## src/rtl/count_monitor_pkg.sv

```systemverilog
// Shared types and the reference next-count function for count_monitor and count_model.
package count_monitor_pkg;

  typedef enum logic {SYNC, TRACK} state_t;

  localparam int MAX_WIDTH = 32;

  // Values arrive zero-extended to MAX_WIDTH; 'width' gives the counter's real width.
  // A mod_value of 0 makes 'last' all ones in width, i.e. a modulus of 2^width.
  function automatic logic [MAX_WIDTH-1:0] next_count(
    input logic                 load,
    input logic [MAX_WIDTH-1:0] load_value,
    input logic [MAX_WIDTH-1:0] mod_value,
    input logic [MAX_WIDTH-1:0] count,
    input int unsigned          width
  );
    logic [MAX_WIDTH-1:0] mask;
    logic [MAX_WIDTH-1:0] last;
    if (width >= MAX_WIDTH) mask = '1;
    else mask = (MAX_WIDTH'(1) << width) - MAX_WIDTH'(1);
    last = (mod_value - MAX_WIDTH'(1)) & mask;
    if (load) next_count = load_value & mask;
    else if ((count & mask) == last) next_count = '0;
    else next_count = (count + MAX_WIDTH'(1)) & mask;
  endfunction

endpackage

```

## src/rtl/count_monitor_model.sv

```systemverilog
// Combinational reference predictor for the loadable modulo counter (WIDTH <= 32).
module count_model
  import count_monitor_pkg::*;
#(
  parameter int WIDTH = 8
) (
  input  logic             load_i,
  input  logic [WIDTH-1:0] load_value_i,
  input  logic [WIDTH-1:0] mod_value_i,
  input  logic [WIDTH-1:0] count_i,
  output logic [WIDTH-1:0] next_o
);

  assign next_o = WIDTH'(next_count(load_i, MAX_WIDTH'(load_value_i), MAX_WIDTH'(mod_value_i),
                                    MAX_WIDTH'(count_i), WIDTH));

endmodule

```

## src/rtl/count_monitor.sv

```systemverilog
// Passive sequence checker for the loadable modulo counter.
// Define COUNT_MONITOR_RANGE_CHECK_EN to enable the sticky count >= mod_value check.
module count_monitor
  import count_monitor_pkg::*;
#(
  parameter int WIDTH     = 8,
  parameter int ERR_CNT_W = 8
) (
  input  logic                 clk,
  input  logic                 rst,
  input  logic                 load,
  input  logic [WIDTH-1:0]     load_value,
  input  logic [WIDTH-1:0]     mod_value,
  input  logic [WIDTH-1:0]     count,
  input  logic                 clr_err,
  output logic                 locked,
  output logic                 err,
  output logic                 err_flag,
  output logic [ERR_CNT_W-1:0] err_count,
  output logic                 wrap,
  output logic                 range_err
);

  state_t               state_q, state_d;
  logic [WIDTH-1:0]     exp_q, exp_d, modelNext;
  logic                 wrapArmed_q, wrapArmed_d;
  logic                 err_q, err_d;
  logic                 errFlag_q, errFlag_d;
  logic [ERR_CNT_W-1:0] errCount_q, errCount_d;
  logic                 wrap_q, wrap_d;
  logic                 mismatch;

  count_model #(.WIDTH(WIDTH)) u_model (
    .load_i       (load),
    .load_value_i (load_value),
    .mod_value_i  (mod_value),
    .count_i      (count),
    .next_o       (modelNext)
  );

  always_comb begin
    state_d     = TRACK;
    exp_d       = modelNext;
    wrapArmed_d = ~load & (count == mod_value - WIDTH'(1));
    mismatch    = (state_q == TRACK) && (count != exp_q);
    err_d       = mismatch;
    errFlag_d   = mismatch | (errFlag_q & ~clr_err);
    errCount_d  = errCount_q;
    // A mismatch on the same edge as clr_err leaves a fresh count of one.
    if (mismatch) begin
      if (clr_err) errCount_d = ERR_CNT_W'(1);
      else if (errCount_q != '1) errCount_d = errCount_q + ERR_CNT_W'(1);
    end else if (clr_err) begin
      errCount_d = '0;
    end
    wrap_d = (state_q == TRACK) && !mismatch && (count == '0) && wrapArmed_q;
  end

  always_ff @(posedge clk) begin
    if (rst) begin
      state_q     <= SYNC;
      exp_q       <= '0;
      wrapArmed_q <= 1'b0;
      err_q       <= 1'b0;
      errFlag_q   <= 1'b0;
      errCount_q  <= '0;
      wrap_q      <= 1'b0;
    end else begin
      state_q     <= state_d;
      exp_q       <= exp_d;
      wrapArmed_q <= wrapArmed_d;
      err_q       <= err_d;
      errFlag_q   <= errFlag_d;
      errCount_q  <= errCount_d;
      wrap_q      <= wrap_d;
    end
  end

  assign locked    = (state_q == TRACK);
  assign err       = err_q;
  assign err_flag  = errFlag_q;
  assign err_count = errCount_q;
  assign wrap      = wrap_q;

`ifdef COUNT_MONITOR_RANGE_CHECK_EN
  logic rangeErr_q, rangeErr_d;
  logic rangeSkip_q, rangeSkip_d;
  logic rangeViol;

  // An out-of-range software load is legal, so its first sample is exempt.
  always_comb begin
    rangeSkip_d = load & (mod_value != '0) & (load_value >= mod_value);
    rangeViol   = (state_q == TRACK) && (mod_value != '0) && (count >= mod_value) && !rangeSkip_q;
    rangeErr_d  = rangeViol | (rangeErr_q & ~clr_err);
  end

  always_ff @(posedge clk) begin
    if (rst) begin
      rangeErr_q  <= 1'b0;
      rangeSkip_q <= 1'b0;
    end else begin
      rangeErr_q  <= rangeErr_d;
      rangeSkip_q <= rangeSkip_d;
    end
  end

  assign range_err = rangeErr_q;
`else
  assign range_err = 1'b0;
`endif

endmodule

```

## config.mk

```make
export PLATFORM = sky130hd
export DESIGN_NAME = count_monitor
export DESIGN_NICKNAME = d
export VERILOG_FILES = /design/src/rtl/count_monitor_pkg.sv /design/src/rtl/count_monitor_model.sv /design/src/rtl/count_monitor.sv
export SDC_FILE = /design/constraint.sdc
export NUM_CORES = 1
export LEC_CHECK = 0
export CORE_MARGIN = 2
export CORE_UTILIZATION = 35
export CTS_CLUSTER_SIZE = 12
export DETAILED_ROUTE_END_ITERATION = 8
export DONT_BUFFER_PORTS = 1
export PLACE_DENSITY = 0.58
export SYNTH_ARGS = -nofsm -noshare
export SYNTH_HDL_FRONTEND = slang
export SYNTH_SLANG_ARGS = --single-unit
```

## constraint.sdc

```tcl
create_clock -name clk -period 4.77 [get_ports clk]
set_input_delay 0.954 -clock clk [delete_from_list [all_inputs] [get_ports clk]]
set_output_delay 0.954 -clock clk [all_outputs]
set_load 0.05 [all_outputs]
```

==> impl_metrics.json <==
{
  "path_class": "input pin to register",
  "n_antenna_cell": 0,
  "reg2reg_slack_ns": 2.70,
  "path_buf_inv": 0,
  "fin_nets": 194,
  "instances_no_fill": 211,
  "vias": 1105,
  "p_leak_uw": 0.000559,
  "start_kind": "input pin",
  "cp-endpoint": "err_count[7]",
  "grt_usage_pct": 14.7,
  "end_kind": "register",
  "syn_area_sq_um": 1420,
  "antenna_found_initial": 0,
  "final_area_sq_um": 1450,
  "syn_avg_cell_area_sq_um": 8.44,
  "finalPower_uw": 363,
  "path_max_fanout": 12,
  "insertion_delay_ns": 0.25,
  "tightest_slew_ns": 0.903,
  "globalRoute.totalOverflow": 0,
  "io_pins": 41,
  "placementRows": 23,
  "yosys_warnings": 0,
  "crit_top_cell": "nor2_1",
  "final.period_utilization_pct": 47.9,
  "clkSlewWorstSetupHoldPaths_ns": 0.08,
  "drtIter0Drc": 21,
  "cp.depth": 6,
  "finalHoldViolCount": 0,
  "slowest_delay_ns": 0.76,
  "cts_setup_buffers": 0,
  "tns_ns": 0,
  "yosysTopAreaCell": "dfxtp_1",
  "synth_top_area_share_pct": 29.7,
  "skew_ns": 0.00227,
  "relSlewSlack_pct": 39.0,
  "r2r_cells": 5,
  "rsz0062_at_grt": "no",
  "start_util_pct": 36.0,
  "grt_pass1_vias": 1159,
  "die_height_um": 67.6,
  "clock_path_buffers": 2,
  "cts_resized": 0,
  "grt_max_degree": 15,
  "cp_top_family": "compound AO/OA/AOI/OAI gates",
  "min_path_type": "register to register",
  "drive_gt1_share_pct": 9.94,
  "grt_pass1_wl_um": 5090,
  "ys_top_cells_by_count": "dfxtp_1, nand2_1, xor2_1",
  "fmax_mhz": 437,
  "setup_ws_ns": 2.48,
  "wl_per_cell_um": 14.7,
  "placed_cells": 207,
  "cts.sinks": 21,
  "synth_seq_cells": 21,
  "status": "complete, no violations",
  "core-area_sq_um": 3940,
  "port_buffers": 0,
  "placed_area_sq_um": 1410,
  "preCtsSetupSlack_ns": 2.21,
  "critPathLaunch": "count[3]",
  "ys_seq_area_share_pct": 29.7,
  "die_w_um": 67.6,
  "cts_tree": "built",
  "synth_most_common_cell": "dfxtp_1",
  "drc": 0,
  "firstDrtPassIters": 4,
  "routed_wl_um": 3100,
  "syn_nets": 200,
  "htree_num_levels": 1,
  "dpl.hpwl_um": 2390,
  "period_needed_ns": 2.29,
  "rr_endpoint": "err_count[7]",
  "ir_drop_mv": 0.0884,
  "die-area_sq_um": 4580,
  "postSynth.asyncResetShare_pct": 0,
  "setup_viol": 0,
  "crit_slowest_cell": "a41oi_1",
  "postCtsHoldBufs": 0,
  "power.density_nw_per_um2": 250,
  "ys_types": 37,
  "cts-root-buf": "clkbuf_8",
  "netlist_top_cells_area": "dfxtp_1, xor2_1, o32ai_2",
  "ys.flop_type": "dfxtp_1",
  "cts_buffers": 3,
  "drv_cap": 0,
  "syn_inst": 168,
  "via_per_inst": 5.24,
  "maxSlewViolCount": 0,
  "regToRegStartpoint": "locked",
  "synth_edf_count": 0,
  "required_ns": 4.91,
  "syn_to_final_growth_pct": 2.47,
  "gp_congestion": 0.741,
  "crit_chain": "xor2_1, nor2_1, a41oi_1, nand4_1, mux2i_1, nor2_1",
  "critPathArrivalTime_ns": 2.43,
  "ant_nets": 0
}
-- final cells by class --
| cell class | count | area (sq um) |
|---|---|---|
| fill | 405 | 2490 |
| multi-input combinational | 129 | 897 |
| sequential | 21 | 420 |
| tap | 50 | 62.6 |
| clock buffer | 3 | 41.3 |
| inverter | 7 | 26.3 |
| clock inverter | 1 | 5.00 |
-- kinds of logic after synthesis --
family                   after synthesis  share of synthesized area [%]
AO/OA/AOI/OAI                         22                           14.0
other                                  1                          0.265
buffers and inverters                 18                           7.06
AND/OR/NAND/NOR                       74                           27.5
XOR/XNOR                              27                           17.2
adder cells (fa/ha/maj)                4                           3.53
multiplexers                           1                          0.706
flip-flops                            21                           29.7
-- registers in the layout, indices dropped and copies added, names as in the netlist --
register / count
err_flag: 1
locked: 1
wrapArmed_q: 1
exp_q: 8
err: 1
wrap: 1
err_count: 8
-- power breakdown --
group | total (uW) | switching, uW | internal [uW]
clock | 113 | 55.0 | 58.0
sequential | 195 | 12.2 | 183
combinational | 54.5 | 27.8 | 26.8
-- layer usage --
metal | share of wire, % | track usage (%) | up-vias
li1 | - | - | 568
met1 | 44 | 17.6 | 509
met2 | 48 | 25.5 | 26
met3 | 6.8 | 4.00 | 2
met4 | 0.81 | 4.59 | 0
met5 | 0 | 0 | -
-- worst reg2reg max path: stages (launching register included) --
cell and delay, ns:
dfxtp_1 0.68, inv_1 0.08, a41oi_1 0.71, nand4_1 0.22, mux2i_1 0.22, nor2_1 0.06
-- worst min-delay path by stage --
stage	from	endpoint	slack (ns)	depth (start not counted)
after floorplan	wrapArmed_q	wrap	0.41	2
after CTS	wrapArmed_q	wrap	0.45	2
after detailed placement	wrapArmed_q	wrap	0.44	2
after global placement	wrapArmed_q	wrap	0.44	2
after global routing	wrapArmed_q	wrap	0.49	2
final	wrapArmed_q	wrap	0.45	2
-- metrics by stage --
step,hold WS (ns),utilization (%)
3_3_place_gp,0.439,35.7
4_1_cts,0.449,36.8
6_report,0.453,36.8
5_1_grt,0.487,36.8
3_5_place_dp,0.443,35.7
2_1_floorplan,0.410,-
-- layout by cell type (no fill, tap or decap), drive strengths merged, types with 5 or more instances in the layout --
master	n
xnor2	9
xor2	18
o32ai	6
nand2	19
a21oi	5
and3	6
nor3	6
inv	7
nor2	13
dfxtp	21
nand3	10
Note: power is estimated with default switching activity, not from simulation.
